==> src/rtl/pipe_stage_reg_if.sv <==
// Handshake bundle around pipe_stage_reg: upstream valid/ready/data/ctrl, flush, downstream valid/ready/data/ctrl.
// master is the surrounding pipeline side, slave is the register stage itself.
interface pipe_stage_reg_if #(
    parameter int DATA_W = 80,
    parameter int CTRL_W = 11
);
    logic              in_valid;
    logic              in_ready;
    logic [DATA_W-1:0] in_data;
    logic [CTRL_W-1:0] in_ctrl;
    logic              flush;
    logic              out_valid;
    logic              out_ready;
    logic [DATA_W-1:0] out_data;
    logic [CTRL_W-1:0] out_ctrl;

    modport master (
        output in_valid, in_data, in_ctrl, flush, out_ready,
        input  in_ready, out_valid, out_data, out_ctrl
    );

    modport slave (
        input  in_valid, in_data, in_ctrl, flush, out_ready,
        output in_ready, out_valid, out_data, out_ctrl
    );
endinterface

==> src/rtl/pipe_stage_reg.sv <==
// Elastic DEPTH-stage pipeline register (payload + control, control zeroed on bubbles); PIPE_STATS_EN adds stall/bubble counters.
// Latency: DEPTH cycles accept->out_valid when unstalled, 1 entry/cycle throughput.
// Backpressure: stages hold while everything downstream is full and out_ready=0; bubbles collapse; flush empties all stages.
module pipe_stage_reg #(
    parameter int DATA_W = 80,
    parameter int CTRL_W = 11,
    parameter int DEPTH  = 2
) (
    input  logic        clk,
    input  logic        rst,
    pipe_stage_reg_if.slave bus
`ifdef PIPE_STATS_EN
    ,
    output logic [15:0] stall_cnt,
    output logic [15:0] bubble_cnt
`endif
);

    logic [DEPTH-1:0]  v;
    logic [DEPTH-1:0]  adv;
    logic [DATA_W-1:0] d [DEPTH];
    logic [CTRL_W-1:0] c [DEPTH];

    // A stage may advance if any stage from it to the output is empty, or the output drains.
    always_comb begin
        logic room;
        adv  = '0;
        room = bus.out_ready;
        for (int k = DEPTH - 1; k >= 0; k--) begin
            room   = room | ~v[k];
            adv[k] = room;
        end
    end

    assign bus.in_ready  = adv[0] & ~bus.flush & ~rst;
    assign bus.out_valid = v[DEPTH-1];
    assign bus.out_data  = d[DEPTH-1];
    assign bus.out_ctrl  = v[DEPTH-1] ? c[DEPTH-1] : '0;

    for (genvar k = 0; k < DEPTH; k++) begin : g_stage
        logic              nxt_v;
        logic [DATA_W-1:0] nxt_d;
        logic [CTRL_W-1:0] nxt_c;
        logic              v_q;
        logic [DATA_W-1:0] d_q;
        logic [CTRL_W-1:0] c_q;

        if (k == 0) begin : g_head
            assign nxt_v = bus.in_valid & bus.in_ready;
            assign nxt_d = bus.in_data;
            assign nxt_c = bus.in_ctrl;
        end else begin : g_body
            assign nxt_v = v[k-1];
            assign nxt_d = d[k-1];
            assign nxt_c = c[k-1];
        end

        always_ff @(posedge clk or posedge rst) begin
            if (rst) begin
                v_q <= 1'b0;
                d_q <= '0;
                c_q <= '0;
            end else if (bus.flush) begin
                v_q <= 1'b0;
                c_q <= '0;
            end else if (adv[k]) begin
                v_q <= nxt_v;
                if (nxt_v) begin
                    d_q <= nxt_d;
                end
                c_q <= nxt_v ? nxt_c : '0;
            end
        end

        assign v[k] = v_q;
        assign d[k] = d_q;
        assign c[k] = c_q;
    end

`ifdef PIPE_STATS_EN
    // Saturating counters; flush deliberately leaves them alone.
    always_ff @(posedge clk or posedge rst) begin
        if (rst) begin
            stall_cnt  <= '0;
            bubble_cnt <= '0;
        end else begin
            if (bus.out_valid && !bus.out_ready && stall_cnt != 16'hFFFF) begin
                stall_cnt <= stall_cnt + 16'd1;
            end
            if (!bus.out_valid && bubble_cnt != 16'hFFFF) begin
                bubble_cnt <= bubble_cnt + 16'd1;
            end
        end
    end
`endif

endmodule

==> src/flat_wrapper.sv <==
// flat-port wrapper written by rule: the top's interface ports become plain ports
module pipe_stage_reg_flat 
#(
    parameter int DATA_W = 80,
    parameter int CTRL_W = 11,
    parameter int DEPTH  = 2
)
  (clk, rst, bus_in_valid, bus_in_data, bus_in_ctrl, bus_flush, bus_out_ready, bus_in_ready, bus_out_valid, bus_out_data, bus_out_ctrl);
  pipe_stage_reg_if #(.DATA_W(DATA_W), .CTRL_W(CTRL_W)) bus_i ();
  input  logic clk;
  input  logic rst;
  input wire logic [$bits(bus_i.in_valid)-1:0] bus_in_valid;
  input wire logic [$bits(bus_i.in_data)-1:0] bus_in_data;
  input wire logic [$bits(bus_i.in_ctrl)-1:0] bus_in_ctrl;
  input wire logic [$bits(bus_i.flush)-1:0] bus_flush;
  input wire logic [$bits(bus_i.out_ready)-1:0] bus_out_ready;
  output wire logic [$bits(bus_i.in_ready)-1:0] bus_in_ready;
  output wire logic [$bits(bus_i.out_valid)-1:0] bus_out_valid;
  output wire logic [$bits(bus_i.out_data)-1:0] bus_out_data;
  output wire logic [$bits(bus_i.out_ctrl)-1:0] bus_out_ctrl;
  assign bus_i.in_valid = bus_in_valid;
  assign bus_i.in_data = bus_in_data;
  assign bus_i.in_ctrl = bus_in_ctrl;
  assign bus_i.flush = bus_flush;
  assign bus_i.out_ready = bus_out_ready;
  assign bus_in_ready = bus_i.in_ready;
  assign bus_out_valid = bus_i.out_valid;
  assign bus_out_data = bus_i.out_data;
  assign bus_out_ctrl = bus_i.out_ctrl;
  pipe_stage_reg #(.DATA_W(DATA_W), .CTRL_W(CTRL_W), .DEPTH(DEPTH)) u_core (.clk(clk), .rst(rst), .bus(bus_i));
endmodule
==> config.mk <==
export PLATFORM = sky130hd
export DESIGN_NAME = pipe_stage_reg_flat
export DESIGN_NICKNAME = d
export VERILOG_FILES = /design/src/rtl/pipe_stage_reg_if.sv /design/src/rtl/pipe_stage_reg.sv /design/src/flat_wrapper.sv
export SDC_FILE = /design/constraint.sdc
export NUM_CORES = 1
export LEC_CHECK = 0
export CAP_MARGIN = 20
export CELL_PAD_IN_SITES_DETAIL_PLACEMENT = 0
export CELL_PAD_IN_SITES_GLOBAL_PLACEMENT = 1
export CORE_MARGIN = 2
export CORE_UTILIZATION = 45
export CTS_CLUSTER_SIZE = 12
export DETAILED_ROUTE_END_ITERATION = 12
export DONT_BUFFER_PORTS = 1
export PLACE_DENSITY = 0.79
export SYNTH_ARGS = -nofsm -noshare
export SYNTH_HDL_FRONTEND = slang
export SYNTH_SLANG_ARGS = --single-unit
export TNS_END_PERCENT = 50
==> constraint.sdc <==
create_clock -name clk -period 8.8 [get_ports clk]
set_input_delay 0.88 -clock clk [delete_from_list [all_inputs] [get_ports clk]]
set_output_delay 0.88 -clock clk [all_outputs]
set_load 0.02 [all_outputs]
==> metrics.txt, run 1 <==
layout cells sized above 1 0.4265; number of max-cap violations 0; first drt pass iteration count 4; vias per inst 5.162; clock network power share 0.288; Starting Density 0.4556; residual DRC count 0; total track usage 0.1623; post-layout min period 2.883 ns; slew of the pin with the lowest slew margin 1.004 ns; CP Max Fanout 50; die height 133.1 um; worst min path class reg2reg; post-CTS setup buffers 0; Final Cell Area 0.008130 sq mm; dpl hpwl 8689 um; Slew Limit Fails 0; worst endpoint required time 9.09 ns; H-tree levels 4; die width 133.1 um; Max VDD drop 0.1323 mV; Via Count 3314; Sw Share 0.2949; Port Buf Inserts 0; fin crit share 0.3276; sequential cell area fraction in the yosys report 0.6137; PostCTS Resize Cnt 0; initial antenna violation count 0; Sum Neg Setup Slack 0 ns; row cnt 47; Crit. End Element register; number of global-route vias before repair 3752; clk_skew 0.007519 ns; DIE AREA 0.01772 sq mm; status finished clean; I/O pin count 189; Leak Pwr 3.746 nW; crit path launch type register; Routed Antenna Nets 0; cell internal pwr 1.678 mW; Pwr Total 2.380 mW; CTS tree yes; total grt overflow 0; Num Clock Sinks 184; Fin. Hold Viols 0; Initial DRC Count 124; Clock transition at path regs 0.07 ns; Worst slew margin 0.3304; Fmax achieved 346.9 MHz; Psw 0.7019 mW; GP Congestion 0.7442; combinational share of power 0.141; commonest non-fill, non-tap cells in the layout dfrtp_1 (184), mux2_4 (147), a22o_1 (22); final WL 13580 um; worst-case clock buffer depth 2; mapped cell area 0.007502 sq mm; Yosys cell types 16; Yosys warning count 0; Worst Path Arrival 3.18 ns; final setup fails 0; PwrDens 292.8 mW/mm^2; CTS root buf clkbuf_16; wire length of the first global-routing pass 22290 um; antenna cells 0; NumNets Final 508; synthesized area per cell 18.21 sq um; sequential power share 0.571; Core ar. 0.01647 sq mm; largest net degree at the start of global routing 109; Seq cells post-synth 184; Clock Latency Late Sink 0.41 ns; Syn Inst Count 412; leading cell type in the layout, fill and taps excluded dfrtp_1; Post-CTS Hold Fix Bufs 0; Area Overhead vs Synth 8.372%; CTS Buf Count 17; average routed wire per standard cell 21.16 um; Area after DPL 0.007607 sq mm; RSZ-0062 raised after global routing no; Setup CP Type reg2reg; Syn Nets 508
## registers in the layout (all words and copies together), names as in the netlist
signal and count:
u_core.bus.out_data 80, u_core.g_stage.v_q 1, u_core.g_stage.c_q 22, u_core.g_stage.d_q 80, u_core.bus.out_valid 1
## power by group through the flow
| stage | Combinational [mW] | Clock (mW) | Sequential, mW |
|---|---|---|---|
| 2_1_floorplan | 0.312 | 0 | 1.31 |
| 3_3_place_gp | 0.323 | 0 | 1.36 |
| 3_5_place_dp | 0.339 | 0 | 1.37 |
| 4_1_cts | 0.340 | 0.706 | 1.36 |
| 5_1_grt | 0.360 | 0.745 | 1.38 |
| 6_report | 0.335 | 0.686 | 1.36 |
## logic make-up after synthesis
| kind of cell | after synthesis | synth area share |
|---|---|---|
| flip-flops | 184 | 0.6137 |
| multiplexers | 160 | 0.3137 |
| buffers and inverters | 24 | 0.02952 |
| AO/OA/AOI/OAI | 23 | 0.02635 |
| AND/OR/NAND/NOR | 21 | 0.01668 |
## synthesized netlist by cell type (all sizes together)
cell type | n | share of area
dfrtp | 184 | 0.61
mux2 | 160 | 0.31
a22o | 22 | 0.026
buf | 20 | 0.028
and2 | 12 | 0.010
clkbuf | 3 | 0.0015
nor2 | 3 | 0.0015
nand2b | 2 | 0.0017
and3 | 1 | 0.00083
inv | 1 | 0.00050
nand3b | 1 | 0.0010
nor2b | 1 | 0.00083
o21ai | 1 | 0.00067
or2 | 1 | 0.00083
## routing by layer
metal  GRT usage  vias to the layer above  wire, um
li1            -                     1443         -
met1      0.2213                     1738      5948
met2      0.2404                      125      6297
met3     0.06925                        8      1209
met4     0.04374                        0       126
met5           0                        -         0
## critical path, stage by stage, from the launching register on
cell and delay [ns]:
dfrtp_1 0.57, nand3b_1 0.20, and3_4 0.78, buf_4 0.76
mux2_4 0.35
## final cells by class
type                       count  area [sq um]
inverter                       1         8.758
multi-input combinational    204          2689
fill                        1357          8335
sequential                   184          4604
clock buffer                  23         478.0
timing repair buffer           4         30.03
tap                          220         275.3
clock inverter                 6         45.04
## per-stage QoR
stage | hold slack (ns) | worst slack (ns) | utilization | std cells
after floorplan | 0.4584 | 2.920 | - | 412
after global placement | 0.4693 | 5.719 | 0.4620 | 613
after detailed placement | 0.4796 | 5.654 | 0.4620 | 613
after CTS | 0.4931 | 5.900 | 0.4938 | 642
after global routing | 0.5025 | 5.742 | 0.4938 | 642
final | 0.4883 | 5.917 | 0.4938 | 642
## final timing paths
kind / start / to / slack, ns / cells past startpoint
max: u_core.bus.out_valid / u_core.g_stage[0].d_q[18] / 5.92 / 4
min: u_core.g_stage[0].d_q[63] / u_core.g_stage[0].d_q[63] / 0.49 / 1
max reg2reg: u_core.bus.out_valid / u_core.g_stage[0].d_q[18] / 5.92 / 4
min reg2reg: u_core.g_stage[0].d_q[63] / u_core.g_stage[0].d_q[63] / 0.49 / 1
max in group asynchronous: rst / u_core.g_stage[1].c_q[5] / 6.72 / 2
min in group asynchronous: rst / u_core.g_stage[0].c_q[10] / 0.50 / 1
No activity file was read; power rests on OpenSTA's default activity.
==> run 2, diff against run 1 <==
==> constraint.sdc (replaced) <==
create_clock -name clk -period 2.7 [get_ports clk]
set_input_delay 0.27 -clock clk [delete_from_list [all_inputs] [get_ports clk]]
set_output_delay 0.27 -clock clk [all_outputs]
set_load 0.02 [all_outputs]
==> run 2 against run 1 <==
  * Combinational power increased to 3.7 times the previous value
  * Register-to-register slack got worse by 5.3 ns
  * Wire length increased by 7.7%
  * Critical path depth unchanged
  * First-iteration DRC count increased by 18%
  * Setup slack got worse by 5.3 ns
  * Sequential share of layout area decreased by 6.8 points
  * Maximum frequency increased by 36%
  * Largest cell class unchanged
  * Largest power group unchanged
  * Highest routed layer unchanged
==> metrics.txt, run 2 (synthesized netlist as in run 1, its figures left out) <==
total grt overflow 0; Clock transition at path regs 0.07 ns; clk_skew 0.009470 ns; die height 133.1 um; Via Count 3687; GP Congestion 0.7484; Worst Path Arrival 2.41 ns; DIE AREA 0.01772 sq mm; PostCTS Resize Cnt 0; Setup WS post-layout 0.5772 ns; Setup CP Type reg2reg; slew of the pin with the lowest slew margin 0.7795 ns; crit path launch type register; final setup fails 0; Sum Neg Setup Slack 0 ns; number of global-route vias before repair 4198; row cnt 47; Fill cells 1252; largest net degree at the start of global routing 58; Multi-input gate area 0.002689 sq mm; Reg area 0.004604 sq mm; Initial DRC Count 146; worst endpoint required time 2.99 ns; status finished clean; Core ar. 0.01647 sq mm; CTS root buf clkbuf_16; CTS Buf Count 17; Num Clock Sinks 184; Clock Latency Late Sink 0.41 ns; average routed wire per standard cell 19.68 um; fin crit share 0.7862; Routed Antenna Nets 0; CTS tree yes; number of max-cap violations 0; PwrDens 871.0 mW/mm^2; worst-case clock buffer depth 2; commonest non-fill, non-tap cells in the layout dfrtp_1 (184), mux2_4 (147), dlygate4sd3_1 (93); vias per inst 4.962; H-tree levels 4; first drt pass iteration count 4; Area Overhead vs Synth 23.05%; RSZ-0062 raised after global routing no; I/O pin count 189; post-layout min period 2.123 ns; wire length of the first global-routing pass 24050 um; dpl hpwl 9406 um; Crit. End Element register; layout cells sized above 1 0.3576; NumNets Final 608; die width 133.1 um; final WL 14620 um; CP max stage delay 0.56 ns; leading cell type in the layout, fill and taps excluded dfrtp_1; dpl ws 0.6089 ns; Worst slew margin 0.4784; Fin. Hold Viols 0; total track usage 0.1727; Starting Density 0.4556; Leak Pwr 4.200 nW; Fmax achieved 471.1 MHz; initial antenna violation count 0; CP Max Fanout 20; antenna cells 0; Port Buf Inserts 0; worst min path class in2reg; critical-path cell list nand2b_1, nor2b_4, buf_12, mux2_1; CP max-delay cell dfrtp_1; Max VDD drop 0.4362 mV; residual DRC count 0; Slew Limit Fails 0
==> run 2: power by group <==
group          leakage (nW)  total (mW)  switching (mW)  internal, mW
Sequential             2.25        4.44            1.04          3.41
Combinational          1.68        1.23           0.309         0.925
Clock                 0.270        2.36           0.985          1.38
==> run 2: area by class of cell <==
cell class | instances | area share
multi-input cells | 204 | 0.2913
clock buffers | 22 | 0.04920
well taps | 220 | 0.02982
clock inverters | 8 | 0.01084
flip-flops and latches | 184 | 0.4988
repair buffers | 104 | 0.1193
inverters | 1 | 0.0008132
==> run 2: stage by stage <==
step           hold WS [ns]  power (mW)  cell area, sq um  instances  utilization
2_1_floorplan        0.3636       5.302              7506        412            -
3_5_place_dp         0.1517       5.612              7746        620       0.4704
3_3_place_gp         0.1494       5.529              7746        620       0.4704
6_report             0.1502       8.041              9231        743       0.5606
4_1_cts              0.1167       8.116              9231        743       0.5606
5_1_grt              0.1788       8.416              9231        743       0.5606
==> run 2: critical path: cells and delay by family, from the launching register on <==
kind / cells / cell delay (ns)
mux: 1 / 0.35
simple gates: 2 / 0.78
buf+inv: 1 / 0.28
flops: 1 / 0.56
==> run 2: repair_timing <==
action	4_1_cts	5_1_grt
setup buffers	0	0
hold endpoints to repair	102	0
hold buffers	93	0
==> run 2: path summary, 6_finish.rpt <==
check	startpoint	end	slack [ns]	cells after the start
setup / recovery	u_core.bus.out_valid	u_core.bus.out_data[78]	0.58	4
hold / removal	bus_out_ready	u_core.bus.out_valid	0.15	2
setup reg to reg	u_core.bus.out_valid	u_core.bus.out_data[78]	0.58	4
hold reg to reg	u_core.g_stage[0].d_q[56]	u_core.g_stage[0].d_q[56]	0.49	1
max in group asynchronous	rst	u_core.bus.out_data[31]	1.62	3
min in group asynchronous	rst	u_core.g_stage[0].d_q[62]	0.34	2
==> run 2: metal layers <==
metal  vias to the layer above  share of wire  GRT usage
li1                       1646              -          -
met1                      1886           0.45     0.2405
met2                       143           0.46     0.2568
met3                        12          0.077    0.05860
met4                         0          0.012    0.05556
met5                         -              0          0
==> run 3, diff against run 2 <==
==> constraint.sdc (replaced) <==
create_clock -name clk -period 2 [get_ports clk]
set_input_delay 0.2 -clock clk [delete_from_list [all_inputs] [get_ports clk]]
set_output_delay 0.2 -clock clk [all_outputs]
set_load 0.02 [all_outputs]
==> run 3 against run 2 <==
  * Sequential power is 35% higher
  * Critical endpoint is now u_core.g_stage[0].d_q[60]
  * Maximum frequency is 22% higher
  * Wire length hardly changed
  * Via count is 1.4% higher
  * Cell count is 0.40% lower
  * Flip-flop and latch count stayed put
  * Sequential share of layout area hardly changed
  * Power is 35% higher
  * Non-clock buffer count is 3 lower
==> metrics.txt, run 3 (synthesized netlist as in run 1, its figures left out) <==
wire length of the first global-routing pass 24390 um; Leak Pwr 4.189 nW; worst-case clock buffer depth 2; Min-Delay Path Depth 2; status finished clean; dpl hpwl 9263 um; H-tree levels 4; vias per inst 5.053; leading cell type in the layout, fill and taps excluded dfrtp_1; Core ar. 0.01647 sq mm; slew of the pin with the lowest slew margin 0.8819 ns; layout cells sized above 1 0.3558; fin crit share 0.8671; row cnt 47; WP buf/inv 1; Clock transition at path regs 0.06 ns; CP max-delay cell dfrtp_1; Final Non-Filler Cells 740; die width 133.1 um; Routed Antenna Nets 0; worst min path class in2reg; CP Max Fanout 37; worst endpoint required time 2.29 ns; CP startpoint u_core.bus.out_valid; critical-path cell list nand3b_1, and3_4, buf_12, mux2_1; delay-heaviest family, CP simple AND/OR/NAND/NOR gates; final setup fails 0; Pwr Total 10.88 mW; clk_skew 0.008117 ns; final WL 14640 um; CTS root buf clkbuf_16; WP depth 4; Max VDD drop 0.6850 mV; Clock Latency Late Sink 0.42 ns; DIE AREA 0.01772 sq mm; GP Congestion 0.7916; critical path capture point u_core.g_stage[0].d_q[60]; post-layout min period 1.734 ns; Initial DRC Count 118; NumNets Final 605; Fmax achieved 576.7 MHz; Slew Limit Fails 0; Worst slew margin 0.4099; Fill cells 1289; number of max-cap violations 0; Num Clock Sinks 184; I/O pin count 189; R2R Setup Slk 0.27 ns; CTS tree yes; average routed wire per standard cell 19.78 um; Via Count 3739; Port Buf Inserts 0; residual DRC count 0; Worst Path Arrival 2.03 ns; largest net degree at the start of global routing 82; Fin. Hold Viols 0; Area Overhead vs Synth 22.93%; first drt pass iteration count 4; number of global-route vias before repair 4187; CP max stage delay 0.40 ns; total grt overflow 0; cells on worst reg2reg path 4; R2R Path End u_core.g_stage[0].d_q[60]; RSZ-0062 raised after global routing no; Crit. End Element register; Inst Count DP 617; initial antenna violation count 0; Starting Density 0.4556; die height 133.1 um; antenna cells 0; commonest non-fill, non-tap cells in the layout dfrtp_1 (184), mux2_4 (147), dlygate4sd3_1 (93); Sum Neg Setup Slack 0 ns; Setup CP Type reg2reg; CTS Buf Count 17; total track usage 0.1765; crit path launch type register; Reg-to-Reg Start u_core.bus.out_valid; PwrDens 1179 mW/mm^2
-- run 3: cell count changes in the layout (fill, tap and decap cells not counted) --
cell | before | now
inv_6 | 0 | 1
clkbuf_1 | 4 | 3
clkinv_2 | 3 | 0
clkbuf_8 | 1 | 5
clkinv_4 | 2 | 1
bufinv_16 | 2 | 1
clkinvlp_4 | 2 | 3
buf_4 | 4 | 1
-- run 3: what timing repair did --
item	CTS	global route
hold endpoints to repair	195	0
setup buffers	0	0
resized for setup	0	0
setup endpoints to repair	0	0
hold buffers	93	0
-- run 3: metrics by stage --
stage / setup slack (ns) / util / instance area, sq um / hold slack [ns]
5_1_grt: 0.1764 / 0.5601 / 9223 / 0.03686
4_1_cts: 0.2698 / 0.5601 / 9223 / 0.02888
6_report: 0.2659 / 0.5601 / 9223 / 0.03971
3_3_place_gp: 0.3499 / 0.4691 / 7724 / 0.05933
2_1_floorplan: -0.5645 / - / 7506 / 0.2936
3_5_place_dp: 0.2934 / 0.4691 / 7724 / 0.05743
-- run 3: power by group --
group	switching (mW)	total (mW)	internal, mW
logic	0.412	1.66	1.25
registers	1.38	5.98	4.60
clock network	1.35	3.23	1.88
-- run 3: cell type report --
class / instances / area, sq um / area share
Tap cell: 220 / 275.3 / 0.02985
Clock inverter: 5 / 62.56 / 0.006783
Inverter: 1 / 7.507 / 0.0008140
Clock buffer: 25 / 505.5 / 0.05481
Multi-Input combinational cell: 204 / 2689 / 0.2915
Timing Repair Buffer: 101 / 1079 / 0.1169
Sequential cell: 184 / 4604 / 0.4993
-- run 3: worst min-delay path by stage --
| stage | from | slack (ns) | endpoint |
|---|---|---|---|
| 2_1_floorplan | bus_flush | 0.29 | u_core.bus.out_valid |
| 3_3_place_gp | rst | 0.06 | u_core.bus.out_data[68] |
| 3_5_place_dp | rst | 0.06 | u_core.bus.out_data[68] |
| 4_1_cts | bus_out_ready | 0.03 | u_core.bus.out_valid |
| 5_1_grt | bus_out_ready | 0.04 | u_core.bus.out_valid |
| 6_report | bus_out_ready | 0.04 | u_core.bus.out_valid |
-- run 3: per-layer routing --
metal	routed length, um	share of wire	vias to the layer above	track usage
li1	-	-	1644	-
met1	6477	0.44	1937	0.2398
met2	6911	0.47	145	0.2694
met3	1073	0.073	13	0.06240
met4	172	0.012	0	0.05319
met5	0	0	-	0
